$ cat config.mk
export PLATFORM = sky130hd
export DESIGN_NAME = housekeeping_spi_master
export DESIGN_NICKNAME = d
export VERILOG_FILES = /design/src/rtl/hkspi_pkg.sv /design/src/rtl/hkspi_clkgen.sv /design/src/rtl/housekeeping_spi_master.sv
export SDC_FILE = /design/constraint.sdc
export NUM_CORES = 1
export LEC_CHECK = 0
export ABC_AREA = 1
export CAP_MARGIN = 20
export CORE_MARGIN = 5
export CORE_UTILIZATION = 35
export CTS_CLUSTER_SIZE = 25
export DETAILED_ROUTE_END_ITERATION = 10
export GPL_TIMING_DRIVEN = 0
export SYNTH_ARGS = -nofsm -noshare
export SYNTH_HDL_FRONTEND = slang
export SYNTH_SLANG_ARGS = --single-unit
$ cat constraint.sdc
create_clock -name wb_clk_i -period 3.9 [get_ports wb_clk_i]
set_input_delay 0.78 -clock wb_clk_i [delete_from_list [all_inputs] [get_ports wb_clk_i]]
set_output_delay 0.78 -clock wb_clk_i [all_outputs]
set_load 0.03 [all_outputs]
$ cat src/rtl/hkspi_pkg.sv
// hkspi_pkg: shared definitions for housekeeping_spi_master.
//   - hk_state_t      : frame sequencer state encoding
//   - CMD_*           : bit positions inside the command byte
//   - PASS_*_OP       : pass-through opcodes (used with HKSPI_MASTER_PASSTHRU_EN)
//   - make_cmd()      : builds {wr, rd, nbytes, 3'b000}
package hkspi_pkg;

    typedef enum logic [2:0] {
        ST_IDLE,
        ST_SETUP,
        ST_CMD,
        ST_ADDR,
        ST_DATA,
        ST_PASS,
        ST_HOLD,
        ST_GAP
    } hk_state_t;

    localparam int CMD_WR_BIT = 7;
    localparam int CMD_RD_BIT = 6;
    localparam int CMD_NB_MSB = 5;
    localparam int CMD_NB_LSB = 3;

    localparam logic [7:0] PASS_MGMT_OP = 8'hC4;
    localparam logic [7:0] PASS_USER_OP = 8'hC2;

    function automatic logic [7:0] make_cmd(input logic wr, input logic rd,
                                            input logic [2:0] nb);
        logic [7:0] c;
        c = 8'h00;
        c[CMD_WR_BIT] = wr;
        c[CMD_RD_BIT] = rd;
        c[CMD_NB_MSB:CMD_NB_LSB] = nb;
        return c;
    endfunction

endpackage

$ cat src/rtl/hkspi_clkgen.sv
// hkspi_clkgen: SCK half-period timer for housekeeping_spi_master.
// Ports:
//   clk, rst_n  : system clock, async active-low reset
//   en          : counter runs; when low the counter reloads and SCK is forced low
//   run         : SCK toggles on each terminal count (low = plain CLK_DIV timer)
//   stall       : freeze the counter (SCK holds its level)
//   tick        : single-cycle terminal-count strobe
//   rise, fall  : single-cycle strobes, coincident with the edge that moves sck
//   sck         : registered SPI clock level
module hkspi_clkgen #(
    parameter int CLK_DIV = 4
) (
    input  logic clk,
    input  logic rst_n,
    input  logic en,
    input  logic run,
    input  logic stall,
    output logic tick,
    output logic rise,
    output logic fall,
    output logic sck
);

    localparam logic [7:0] RELOAD = 8'(CLK_DIV - 1);

    logic [7:0] cnt;

    assign tick = en && !stall && (cnt == 8'd0);
    assign rise = tick && run && !sck;
    assign fall = tick && run && sck;

    always_ff @(posedge clk or negedge rst_n) begin
        if (!rst_n) begin
            cnt <= RELOAD;
            sck <= 1'b0;
        end else if (!en) begin
            cnt <= RELOAD;
            sck <= 1'b0;
        end else if (!stall) begin
            if (cnt == 8'd0) begin
                cnt <= RELOAD;
                if (run) sck <= ~sck;
            end else begin
                cnt <= cnt - 8'd1;
            end
        end
    end

endmodule

$ cat src/rtl/housekeeping_spi_master.sv
// housekeeping_spi_master: mode-0, MSB-first SPI initiator for the
// housekeeping SPI slave. Frame = command byte, address byte, data bytes,
// with CSB low for the whole frame.
// Optional build macro: HKSPI_MASTER_PASSTHRU_EN adds passthru[1:0]
// (bit1 mgmt 0xC4, bit0 user 0xC2) and the PASS raw-byte state.
// Ports:
//   wb_clk_i, wb_rstn_i : system clock, async active-low reset
//   start               : frame request, sampled in IDLE only
//   cmd_wr, cmd_rd      : command bits 7 / 6
//   nbytes[2:0]         : 1..7 fixed data bytes, 0 = stream until stop
//   addr[7:0]           : start address
//   stop                : ends a streaming frame after the current byte
//   wdata, wdata_valid  : write byte source; wdata_ack pulses on consume
//   rdata, rdata_valid  : last received data byte, pulse per byte
//   busy, done          : frame in progress / end-of-frame pulse
//   SCK, CSB, SDO, SDI  : SPI pins
//
// state | meaning
// IDLE  | CSB high, waiting for start
// SETUP | CSB low, command MSB on SDO, CLK_DIV cycles before clocking
// CMD   | shift command byte
// ADDR  | shift address byte
// DATA  | shift data bytes until count reached or stop seen
// PASS  | raw pass-through bytes until stop (passthru builds only)
// HOLD  | SCK low for CLK_DIV cycles, then CSB rises and done pulses
// GAP   | CSB high for CLK_DIV cycles with busy still high
module housekeeping_spi_master
    import hkspi_pkg::*;
#(
    parameter int CLK_DIV = 4
) (
    input  logic       wb_clk_i,
    input  logic       wb_rstn_i,
    input  logic       start,
    input  logic       cmd_wr,
    input  logic       cmd_rd,
    input  logic [2:0] nbytes,
    input  logic [7:0] addr,
    input  logic       stop,
`ifdef HKSPI_MASTER_PASSTHRU_EN
    input  logic [1:0] passthru,
`endif
    input  logic [7:0] wdata,
    input  logic       wdata_valid,
    output logic       wdata_ack,
    output logic [7:0] rdata,
    output logic       rdata_valid,
    output logic       busy,
    output logic       done,
    output logic       SCK,
    output logic       CSB,
    output logic       SDO,
    input  logic       SDI
);

    hk_state_t  state, state_nx;

    logic       cmd_wr_q, cmd_rd_q, pass_q;
    logic [2:0] nbytes_q;
    logic [7:0] addr_q;
    logic [7:0] tx_sr;
    logic [6:0] rx_sr;
    logic [2:0] bit_cnt, data_cnt;
    logic       stop_seen, wr_pend, csb_q;
    logic [7:0] cmd_byte;

    logic       clk_en, clk_run, tick, sck_rise, sck_fall, sck;
    logic       byte_end, wr_en, rd_en, stop_any, last_byte, need_wdata;

    hkspi_clkgen #(.CLK_DIV(CLK_DIV)) u_clkgen (
        .clk   (wb_clk_i),
        .rst_n (wb_rstn_i),
        .en    (clk_en),
        .run   (clk_run),
        .stall (wr_pend),
        .tick  (tick),
        .rise  (sck_rise),
        .fall  (sck_fall),
        .sck   (sck)
    );

    always_comb begin
        cmd_byte = make_cmd(cmd_wr, cmd_rd, nbytes);
`ifdef HKSPI_MASTER_PASSTHRU_EN
        if (passthru[1])      cmd_byte = PASS_MGMT_OP;
        else if (passthru[0]) cmd_byte = PASS_USER_OP;
`endif
    end

    assign clk_en   = (state != ST_IDLE);
    assign clk_run  = state inside {ST_CMD, ST_ADDR, ST_DATA, ST_PASS};
    // bit_cnt wraps to 0 after the 8th rise, so this fall closes a byte
    assign byte_end = sck_fall && (bit_cnt == 3'd0);
    assign wr_en    = cmd_wr_q | pass_q;
    assign rd_en    = cmd_rd_q | pass_q;
    assign stop_any = stop_seen | stop;
    assign last_byte = (nbytes_q == 3'd0) ? stop_any
                                          : ((data_cnt + 3'd1) == nbytes_q);
    assign need_wdata = byte_end && wr_en &&
                        ((state_nx == ST_DATA) || (state_nx == ST_PASS));

    always_ff @(posedge wb_clk_i or negedge wb_rstn_i) begin
        if (!wb_rstn_i) state <= ST_IDLE;
        else            state <= state_nx;
    end

    always_comb begin
        state_nx = state;
        case (state)
            ST_IDLE:  if (start) state_nx = ST_SETUP;
            ST_SETUP: if (tick) state_nx = ST_CMD;
            ST_CMD:   if (byte_end) state_nx = pass_q ? ST_PASS : ST_ADDR;
            ST_ADDR:  if (byte_end) state_nx = ST_DATA;
            ST_DATA:  if (byte_end && last_byte) state_nx = ST_HOLD;
`ifdef HKSPI_MASTER_PASSTHRU_EN
            ST_PASS:  if (byte_end && stop_any) state_nx = ST_HOLD;
`endif
            ST_HOLD:  if (tick) state_nx = ST_GAP;
            ST_GAP:   if (tick) state_nx = ST_IDLE;
            default:  state_nx = ST_IDLE;
        endcase
    end

`ifdef HKSPI_MASTER_PASSTHRU_EN
    always_ff @(posedge wb_clk_i or negedge wb_rstn_i) begin
        if (!wb_rstn_i)                  pass_q <= 1'b0;
        else if (state == ST_IDLE && start) pass_q <= |passthru;
    end
`else
    assign pass_q = 1'b0;
`endif

    always_ff @(posedge wb_clk_i or negedge wb_rstn_i) begin
        if (!wb_rstn_i) begin
            cmd_wr_q    <= 1'b0;
            cmd_rd_q    <= 1'b0;
            nbytes_q    <= 3'd0;
            addr_q      <= 8'h00;
            tx_sr       <= 8'h00;
            rx_sr       <= 7'd0;
            bit_cnt     <= 3'd0;
            data_cnt    <= 3'd0;
            stop_seen   <= 1'b0;
            wr_pend     <= 1'b0;
            csb_q       <= 1'b1;
            busy        <= 1'b0;
            done        <= 1'b0;
            wdata_ack   <= 1'b0;
            rdata       <= 8'h00;
            rdata_valid <= 1'b0;
        end else begin
            wdata_ack   <= 1'b0;
            rdata_valid <= 1'b0;
            done        <= 1'b0;

            if (state == ST_IDLE && start) begin
                cmd_wr_q  <= cmd_wr;
                cmd_rd_q  <= cmd_rd;
                nbytes_q  <= nbytes;
                addr_q    <= addr;
                csb_q     <= 1'b0;
                busy      <= 1'b1;
                bit_cnt   <= 3'd0;
                data_cnt  <= 3'd0;
                stop_seen <= 1'b0;
                wr_pend   <= 1'b0;
            end

            if (sck_rise) begin
                rx_sr   <= {rx_sr[5:0], SDI};
                bit_cnt <= bit_cnt + 3'd1;
                if (bit_cnt == 3'd7 && rd_en &&
                    (state == ST_DATA || state == ST_PASS)) begin
                    rdata       <= {rx_sr, SDI};
                    rdata_valid <= 1'b1;
                end
            end

            if (state == ST_IDLE && start) begin
                tx_sr <= cmd_byte;
            end else if (need_wdata) begin
                if (wdata_valid) begin
                    tx_sr     <= wdata;
                    wdata_ack <= 1'b1;
                end else begin
                    // SCK stays low (clkgen stalled) until wdata arrives
                    tx_sr   <= 8'h00;
                    wr_pend <= 1'b1;
                end
            end else if (byte_end) begin
                tx_sr <= (state_nx == ST_ADDR) ? addr_q : 8'h00;
            end else if (sck_fall) begin
                tx_sr <= {tx_sr[6:0], 1'b0};
            end else if (wr_pend && wdata_valid) begin
                tx_sr     <= wdata;
                wdata_ack <= 1'b1;
                wr_pend   <= 1'b0;
            end

            // stop raised on the closing fall still counts for the byte ending there
            if (byte_end) begin
                stop_seen <= 1'b0;
                if (state == ST_DATA) data_cnt <= data_cnt + 3'd1;
            end else if (state == ST_DATA || state == ST_PASS) begin
                stop_seen <= stop_seen | stop;
            end

            if (state == ST_HOLD && tick) begin
                csb_q <= 1'b1;
                done  <= 1'b1;
            end
            if (state == ST_GAP && tick) busy <= 1'b0;
        end
    end

    assign SCK = sck;
    assign CSB = csb_q;
    assign SDO = tx_sr[7];

endmodule

==> reports/qor.txt, run 1 <==
CP max stage delay: 0.50 ns
Clk_skew: 0.00815 ns
Synth-to-layout area growth: 22.4%
Hold-fix buffers, CTS: 0
Routed WL per cell: 12.6 um
Most frequent cell on the critical path: inv_1
Hold Path Class: flip-flop to flip-flop
CTS tree: done
Flop pwr share: 41.8%
I/O pins: 42
Placed Cells: 561
Pre-CTS setup slack: 1.28 ns
# setup viols final: 0
Number of nets in the layout: 494
Layout cells sized above 1: 10.9%
Final Cycle Share: 66.8%
RSZ-0062 raised after global routing: false
Critical path, cell by cell: inv_1 > ha_1 > inv_1 > nor2_1 > inv_1 > nor2_8 > nand3_1 > nand2_2 > inv_2 > nand2_4 > o21ai_0 > nor2_1 > o21bai_1
Die W: 106 um
FF+latch count, synth: 61
Bufs on Longest Clock Path: 2
DRT Wirelength: 7300 um
Post-DP HPWL: 5450 um
Hold_ws: 0.472 ns
# rows: 35
# resized after CTS: 0
Power, Total: 2.20 mW
Vias in the first global route: 2682
Post-Syn Instances: 409
Total grt overflow: 0
Antenna fix cells: 0
CP max FO: 10
First-pass GRT wire length: 12700 um
Drt drc: 0
Syn Area/Cell: 7.87 um^2
Post-synth top area cell: dfrtp_1
Syn nets: 442
Worst Path Buf+Inv: 4
Ys async rst share: 100%
Pins Over Slew Limit: 0
Post-CTS Setup Bufs: 0
Worst setup EP type: flip-flop
Least-Margin Pin Slew: 0.784 ns
Power per cell area: 557 nW/um^2
Post-Syn Area: 3220 um^2
CTS buffer count: 9
Post-synth EDFFs: 0
Vias per std cell: 4.76
Total GRT Usage: 14.1%
Most common library cells after synthesis: nand2_1, dfrtp_1, inv_1
Area share of the largest cell type after synthesis: 45.1%
Synth area leaders: dfrtp_1, nand2_1, o21ai_0
Seq/Total Area, Yosys: 47.5%
CTS root buf: clkbuf_8
Crit path required time: 4.13 ns
Chip height: 106 um
Port bufs: 41
P_int: 1.31 mW
Synth warn: 0
CP startpoint kind: flip-flop
Setup slack, reg-to-reg: 1.29 ns
GP Congestion: 0.877
Post-Layout Cell Count: 577
Slowest CP cell: nor2_1
Final setup margin: 1.29 ns
Outcome: complete, no violations
Cell with the most instances after synthesis: nand2_1
Die area: 11200 um^2
Net Sw Frac: 40.4%
Arrival @ worst endpoint: 2.84 ns
Worst Setup Path Type: flip-flop to flip-flop
Main synth FF type: dfrtp_1
Static leakage: 1.90 nW
Initial core utilization: 35.3%
Post-DRT Antenna Nets: 0
Final TNS setup: 0 ns
Distinct cells, synth: 42
TritonRoute pass-1 iters: 4
Worst skew pair latency: 0.34 ns
Core Area: 9110 um^2
Clock network power share: 23.0%
Slew margin rel.: 47.7%
Final hold violation count: 0
Sw Pwr: 0.888 mW
Initial antenna violation count: 0
Combinational power share: 35.1%
Filler Cell Count: 939
CP delay by family, top: simple AND/OR/NAND/NOR gates
Worst vdd ir: 0.000191 V
Tmin final: 2.61 ns
# H-tree levels: 3
Initial DRC count: 149
Via count of the routed design: 2747
Pin count of the biggest net entering global routing: 62
F_max: 384 MHz
Max-cap viol count: 0
Worst-path clk slew: 0.08 ns
CTS sink cnt: 61
sequential cells by signal, indices dropped and copies added, names as in the netlist, 3 cells and up:
name	flops
state	3
bit_cnt	3
u_clkgen.cnt	8
nbytes_q	3
addr_q	8
rdata	8
rx_sr	7
tx_sr	8
data_cnt	3
worst paths after layout:
kind / from / endpoint / depth (start not counted)
min reg2reg: CSB$_DFFE_PN1P_ / CSB$_DFFE_PN1P_ / 2
max: bit_cnt[0]$_DFFE_PN0P_ / tx_sr[3]$_DFFE_PN0P_ / 13
max reg2reg: bit_cnt[0]$_DFFE_PN0P_ / tx_sr[3]$_DFFE_PN0P_ / 13
max in group asynchronous: wb_rstn_i / nbytes_q[1]$_DFFE_PN0P_ / 1
min in group asynchronous: wb_rstn_i / rdata[3]$_DFFE_PN0P_ / 1
min: CSB$_DFFE_PN1P_ / CSB$_DFFE_PN1P_ / 2
through the flow:
stage	util [%]	instance area [um^2]
floorplan	-	3220
global placement	41.4	3770
detailed placement	41.3	3770
CTS	43.3	3940
global route	43.3	3940
finish	43.3	3940
area by class of cell:
| class | instances | area, um^2 | area share, % |
|---|---|---|---|
| buffer | 7 | 26.3 | 0.667 |
| timing repair buffer | 41 | 408 | 10.4 |
| multi-input combinational | 292 | 1470 | 37.3 |
| inverter | 49 | 191 | 4.86 |
| clock buffer | 9 | 124 | 3.14 |
| tap | 111 | 139 | 3.52 |
| sequential | 61 | 1530 | 38.8 |
| clock inverter | 7 | 50.0 | 1.27 |
logic make-up after synthesis:
kind of cell / synth area share (%)
buffers and inverters: 6.76
adder cells (fa/ha/maj): 2.33
AO/OA/AOI/OAI: 11.0
multiplexers: 0.350
XOR/XNOR: 0.816
flip-flops: 47.5
AND/OR/NAND/NOR: 31.2
per-layer routing:
layer	part of all wire (%)	global-route usage, %
met5	0	0
met4	1.8	5.83
met3	3.0	2.55
met2	48	22.7
met1	47	18.7
worst register-to-register path, delay by kind of cell (launching register included):
kind	cells	cell delay (ns)
DFF	1	0.41
buffers and inverters	4	0.47
AOI/OAI and AO/OA	2	0.18
adders and majority gates	1	0.13
and+or+nand+nor	6	1.30
layout by cell type, fill, tap and decap left out, types with 2 or more instances in the layout:
master and instances:
a211oi_1 2, a21oi_1 9, a21oi_2 2, a22o_1 2, clkbuf_1 7, clkbuf_8 9
clkdlybuf4s50_1 40, clkinv_2 2, clkinvlp_4 3, dfrtp_1 58, dfstp_2 3, ha_1 6
inv_1 43, inv_2 3, inv_6 3, nand2_1 132, nand2_2 9, nand2_4 2
nand3_1 18, nand4_1 4, nor2_1 35, nor2_2 2, nor2_4 3, nor2_8 2
nor3_1 6, o21ai_0 34, o21ai_1 3, o21bai_1 3, or2_2 2, xor2_1 2
power by group through the flow:
stage                     Clock [mW]  Combinational, mW  Sequential, mW
final                          0.506              0.772           0.919
after CTS                      0.523              0.780           0.918
after detailed placement           0              0.776           0.929
after floorplan                    0              0.552           0.925
after global routing           0.557              0.888           0.939
after global placement             0              0.760           0.924
(Power assumes the default switching activity.)
==> inputs of run 2 (changes only) <==
clock period = 2.25 ns   (was 3.9 ns; I/O delays follow)
==> reports/qor.txt, run 2 (synthesis results as in run 1) <==
Outcome: complete, no violations
Slowest CP cell: dfstp_2
Port bufs: 41 (unchanged)
Worst-path clk slew: 0.08 ns (about the same)
Worst Path Buf+Inv: 2 (-2)
Final hold violation count: 0 (unchanged)
CP startpoint kind: flip-flop
Net Sw Frac: 40.8% (+0.37 points)
Combinational power share: 36.3% (+1.2 points)
Final instance area: 4040 um^2 (+2.4%)
Drt drc: 0 (unchanged)
Initial core utilization: 35.3% (unchanged)
Antenna fix cells: 0 (unchanged)
Synth-to-layout area growth: 25.3%
P_int: 2.31 mW (+76%)
Sw Pwr: 1.59 mW (+79%)
Clock network power share: 22.6% (-0.4 points)
Routed WL per cell: 12.7 um (+0.73%)
# rows: 35 (unchanged)
Most frequent cell on the critical path: inv_2
Flop pwr share: 41.1% (-0.7 points)
Tmin final: 2.10 ns (-0.505 ns)
Worst vdd ir: 0.000322 V (+69%)
Total GRT Usage: 14.1% (+0.026 points)
Core Area: 9110 um^2 (unchanged)
Die area: 11200 um^2 (unchanged)
Total grt overflow: 0 (unchanged)
Arrival @ worst endpoint: 2.33 ns (-0.51 ns)
Hold Path Class: input pin to asynchronous set/reset pin
Post-DP HPWL: 5450 um (unchanged)
Commonest non-fill, non-tap cell in the layout: nand2_1
Hold-fix buffers, CTS: 0 (unchanged)
GP Congestion: 0.877 (unchanged)
CP max stage delay: 0.38 ns (-0.12 ns)
Vias in the first global route: 2687 (+0.19%)
Commonest cells after routing, fill and taps aside: nand2_1, dfrtp_1, inv_1, clkdlybuf4s50_1
I/O pins: 42 (unchanged)
Worst setup EP type: flip-flop
CTS tree: done
Least-Margin Pin Slew: 0.779 ns (-0.00563 ns)
Power per cell area: 966 nW/um^2 (+73%)
Bufs on Longest Clock Path: 2 (unchanged)
CP delay by family, top: simple AND/OR/NAND/NOR gates
Number of nets in the layout: 499 (+1.0%)
Post-DRT Antenna Nets: 0 (unchanged)
Pin count of the biggest net entering global routing: 62 (unchanged)
Final Cycle Share: 93.4% (+27 points)
F_max: 476 MHz (+24%)
Clk_skew: 0.00892 ns (+0.000763 ns)
Vias per std cell: 4.76 (about the same)
CP max FO: 7 (-3)
CTS sink cnt: 61 (unchanged)
Layout cells sized above 1: 15.3% (+4.3 points)
Final core utilization: 44.3% (+1.0 points)
Worst Setup Path Type: flip-flop to flip-flop
Setup slack, reg-to-reg: 0.15 ns (-1.15 ns)
Via count of the routed design: 2770 (+0.84%)
First-pass GRT wire length: 12700 um (+0.16%)
# setup viols final: 0 (unchanged)
Dpl cell area: 3770 um^2 (unchanged)
Die W: 106 um (unchanged)
DRT Wirelength: 7410 um (+1.6%)
Slew margin rel.: 48.1% (+0.38 points)
Max-cap viol count: 0 (unchanged)
TritonRoute pass-1 iters: 4 (unchanged)
Filler Cell Count: 927 (-1.3%)
Initial antenna violation count: 0 (unchanged)
Reg area: 1530 um^2 (+0.16%)
CTS buffer count: 9 (unchanged)
Initial DRC count: 125 (-16%)
Worst skew pair latency: 0.35 ns (about the same)
Multi-input gate area: 1520 um^2 (+3.3%)
Pins Over Slew Limit: 0 (unchanged)
Critical path, cell by cell: inv_2 > ha_2 > nand3_2 > nor2_4 > nand3_4 > nor2_8 > nand3_1 > nand2_2 > inv_2 > nand2_4 > o21ai_0 > nor2_1 > o21bai_1
CTS root buf: clkbuf_8
# H-tree levels: 3 (unchanged)
Crit path required time: 2.48 ns (-1.65 ns)
Static leakage: 1.93 nW (+1.5%)
Chip height: 106 um (unchanged)
-- run 2: cell types whose count changed in the layout (fill, tap and decap cells not counted), moves of 3 or more --
cell     before  now
buf_4         1    6
nand3_2       1    4
nand3_1      18   15
inv_1        43   40
nor2_4        3    6
-- run 2: repair_timing --
| action | 4_1_cts | 5_1_grt |
|---|---|---|
| pin swaps | 0 | 4 |
| setup buffers | 0 | 5 |
| endpoints found under the setup margin | 10 | 21 |
| resized for setup | 2 | 21 |
-- run 2: worst paths after layout --
kind / startpoint / end / depth (start not counted)
hold / removal: wb_rstn_i / rdata[3]$_DFFE_PN0P_ / 1
max in group asynchronous: wb_rstn_i / state[2]$_DFF_PN0_ / 1
setup reg to reg: u_clkgen.cnt[0]$_DFFE_PN1P_ / tx_sr[3]$_DFFE_PN0P_ / 13
hold reg to reg: CSB$_DFFE_PN1P_ / CSB$_DFFE_PN1P_ / 2
setup / recovery: u_clkgen.cnt[0]$_DFFE_PN1P_ / tx_sr[3]$_DFFE_PN0P_ / 13
min in group wb_clk_i: CSB$_DFFE_PN1P_ / CSB$_DFFE_PN1P_ / 2
-- run 2: layout make-up --
type | instances | share of cell area (%)
clock inverter | 7 | 1.24
inverter | 49 | 4.87
clock buffer | 9 | 3.07
buffer | 7 | 0.682
tap | 111 | 3.44
timing repair buffer | 46 | 11.0
multi-input combinational | 292 | 37.7
sequential | 61 | 38.0
-- run 2: layer usage --
metal	track usage (%)	share of wire [%]	vias to the layer above	wire, um
met5	0	0	-	0
met4	5.83	1.8	0	133
met3	2.55	2.9	11	214
met2	22.7	48	50	3590
met1	18.8	47	1287	3480
li1	-	-	1422	-
-- run 2: power groups by stage --
stage	sequential [mW]	combinational [mW]	clock [mW]
6_report	1.60	1.42	0.880
3_5_place_dp	1.61	1.35	0
4_1_cts	1.59	1.36	0.907
3_3_place_gp	1.60	1.32	0
5_1_grt	1.64	1.62	0.965
2_1_floorplan	1.60	0.957	0
-- run 2: per-stage QoR --
stage	power [mW]	TNS [ns]	hold slack [ns]	worst slack, ns	cells
after detailed placement	2.96	-2.75	0.463	-0.325	561
final	3.90	0	0.180	0.149	582
after CTS	3.86	0	0.205	0.0118	577
after global routing	4.22	-0.0378	0.246	-0.0229	582
after floorplan	2.56	0	0.154	0.214	409
after global placement	2.92	-82.34	0.459	-1.35	561
==> inputs of run 3 (changes only) <==
GPL_ROUTABILITY_DRIVEN = 1   (was default)
GPL_TIMING_DRIVEN = default   (was 0)
==> reports/qor.txt, run 3 (synthesis results as in run 1) <==
Outcome: complete, no violations
Vias per std cell: 4.71 (-1.1%)
I/O pins: 42 (unchanged)
Layout cells sized above 1: 17.0% (+1.7 points)
Commonest non-fill, non-tap cell in the layout: nand2_1
Post-DRT Antenna Nets: 0 (unchanged)
Final instance area: 4170 um^2 (+3.3%)
Power, Total: 4.14 mW (+6.3%)
# setup viols final: 0 (unchanged)
Max-cap viol count: 0 (unchanged)
Worst setup EP type: flip-flop
Least-Margin Pin Slew: 0.505 ns (-0.274 ns)
Worst Hold Launch: CSB$_DFFE_PN1P_
CP max FO: 8 (+1)
First-pass GRT wire length: 12700 um (unchanged)
Worst Path Buf+Inv: 2 (unchanged)
Reg area: 1530 um^2 (-0.16%)
CTS buffer count: 9 (unchanged)
Worst-path clk slew: 0.08 ns (about the same)
Initial core utilization: 35.3% (unchanged)
CTS tree: done
Final Cycle Share: 92.5% (-0.93 points)
Via count of the routed design: 2791 (+0.76%)
Chip height: 106 um (unchanged)
DRT Wirelength: 7510 um (+1.2%)
Final hold violation count: 0 (unchanged)
Bufs on Longest Clock Path: 2 (unchanged)
Critical path, cell by cell: ha_1 > or2_2 > nand3_1 > nand2_1 > o21ai_0 > nand3_1 > nand2_2 > inv_2 > nand2_4 > inv_6 > a21oi_2 > nand2_1 > nand2_1 > nand2_1
Post-DP HPWL: 5670 um (+4.0%)
Die area: 11200 um^2 (unchanged)
Power per cell area: 994 nW/um^2 (+2.9%)
F_max: 481 MHz (+1.0%)
# H-tree levels: 3 (unchanged)
CP startpoint kind: flip-flop
Slew margin rel.: 66.1% (+18 points)
CP startpoint: data_cnt[0]$_DFF_PN0_
Pre-CTS setup slack: 0.0756 ns (+0.401 ns)
Placed Cells: 571 (+1.8%)
GP Congestion: 0.844 (-3.7%)
Antenna fix cells: 0 (unchanged)
Synth-to-layout area growth: 29.5%
Static leakage: 2.03 nW (+4.9%)
CP max stage delay: 0.42 ns (+0.04 ns)
Dpl cell area: 3880 um^2 (+3.0%)
Routed WL per cell: 12.7 um (-0.64%)
Worst R2R Start: data_cnt[0]$_DFF_PN0_
Vias in the first global route: 2670 (-0.63%)
Multi-input gate area: 1510 um^2 (-0.58%)
Drt drc: 0 (unchanged)
Number of nets in the layout: 510 (+2.2%)
Final setup margin: 0.170 ns (+0.0209 ns)
Post-Layout Cell Count: 593 (+1.9%)
CP delay by family, top: simple AND/OR/NAND/NOR gates
Filler Cell Count: 930 (+0.32%)
Arrival @ worst endpoint: 2.32 ns (about the same)
CTS sink cnt: 61 (unchanged)
TritonRoute pass-1 iters: 4 (unchanged)
Worst vdd ir: 0.000348 V (+7.8%)
Tmin final: 2.08 ns (-0.0209 ns)
Clk_skew: 0.00806 ns (-0.000858 ns)
Hold Path Class: flip-flop to flip-flop
Initial antenna violation count: 0 (unchanged)
Most frequent cell on the critical path: nand2_1
Initial DRC count: 152 (+22%)
# rows: 35 (unchanged)
Total GRT Usage: 14.1% (about the same)
Slowest CP cell: dfrtp_1
Commonest cells after routing, fill and taps aside: nand2_1, dfrtp_1, inv_1
Port bufs: 41 (unchanged)
Pin count of the biggest net entering global routing: 34 (-45%)
Die W: 106 um (unchanged)
Crit path required time: 2.49 ns (about the same)
Total grt overflow: 0 (unchanged)
Pins Over Slew Limit: 0 (unchanged)
Hold_ws: 0.473 ns (+0.293 ns)
Worst Setup Path Type: flip-flop to flip-flop
Worst skew pair latency: 0.34 ns (about the same)
Core Area: 9110 um^2 (unchanged)
CTS root buf: clkbuf_8
run 3: cell count changes in the layout (fill, tap and decap cells not counted), moves of 2 or more:
| cell | previous run | this run |
|---|---|---|
| clkinv_2 | 2 | 0 |
| nand2_2 | 11 | 9 |
| buf_4 | 6 | 21 |
| clkbuf_1 | 6 | 0 |
| inv_6 | 2 | 5 |
| dfrtp_1 | 56 | 58 |
| dfrtp_2 | 2 | 0 |
run 3: worst paths after layout:
check	depth (start not counted)	slack (ns)	to
max in group asynchronous	3	1.16	u_clkgen.cnt[1]$_DFFE_PN1P_
min in group asynchronous	2	0.49	rdata[3]$_DFFE_PN0P_
max reg2reg	14	0.17	tx_sr[0]$_DFFE_PN0P_
min	2	0.47	CSB$_DFFE_PN1P_
max	14	0.17	tx_sr[0]$_DFFE_PN0P_
min reg2reg	2	0.47	CSB$_DFFE_PN1P_
run 3: cell type report:
class	instances	share of cell area [%]
inverters	49	4.59
repair buffers	64	14.2
flip-flops and latches	61	36.7
clock buffers	9	2.97
multi-input cells	292	36.3
well taps	111	3.33
clock inverters	7	1.92
run 3: where the power goes:
part	internal [mW]	leakage, nW	switching [mW]	total (mW)
logic	0.602	1.14	0.918	1.52
registers	1.40	0.785	0.214	1.62
clock network	0.526	0.0973	0.481	1.01
total	2.53	2.03	1.61	4.14
run 3: repair_timing:
| action | 4_1_cts | 5_1_grt |
|---|---|---|
| hold buffers | 1 | 0 |
| endpoints found under the setup margin | 0 | 11 |
| setup buffers | 0 | 5 |
| gates resized for setup | 0 | 12 |
| hold endpoints to repair | 7 | 0 |
run 3: tightest hold or removal path, delay by kind of cell, from the launching register on:
family	cells	cell delay, ns
flops	1	0.37
simple gates	2	0.10
run 3: per-stage QoR:
step                      util (%)  setup TNS, ns
after floorplan                  -              0
after global placement        42.6              0
after detailed placement      42.6              0
after CTS                     44.9              0
after global routing          45.8       -0.00637
final                         45.8              0
run 3: routing by layer:
layer / part of all wire [%] / routed length (um) / GRT usage [%]
met5: 0 / 0 / 0
met2: 48 / 3610 / 22.0
met4: 1.4 / 104 / 5.74
met1: 48 / 3570 / 19.0
met3: 2.9 / 221 / 3.16
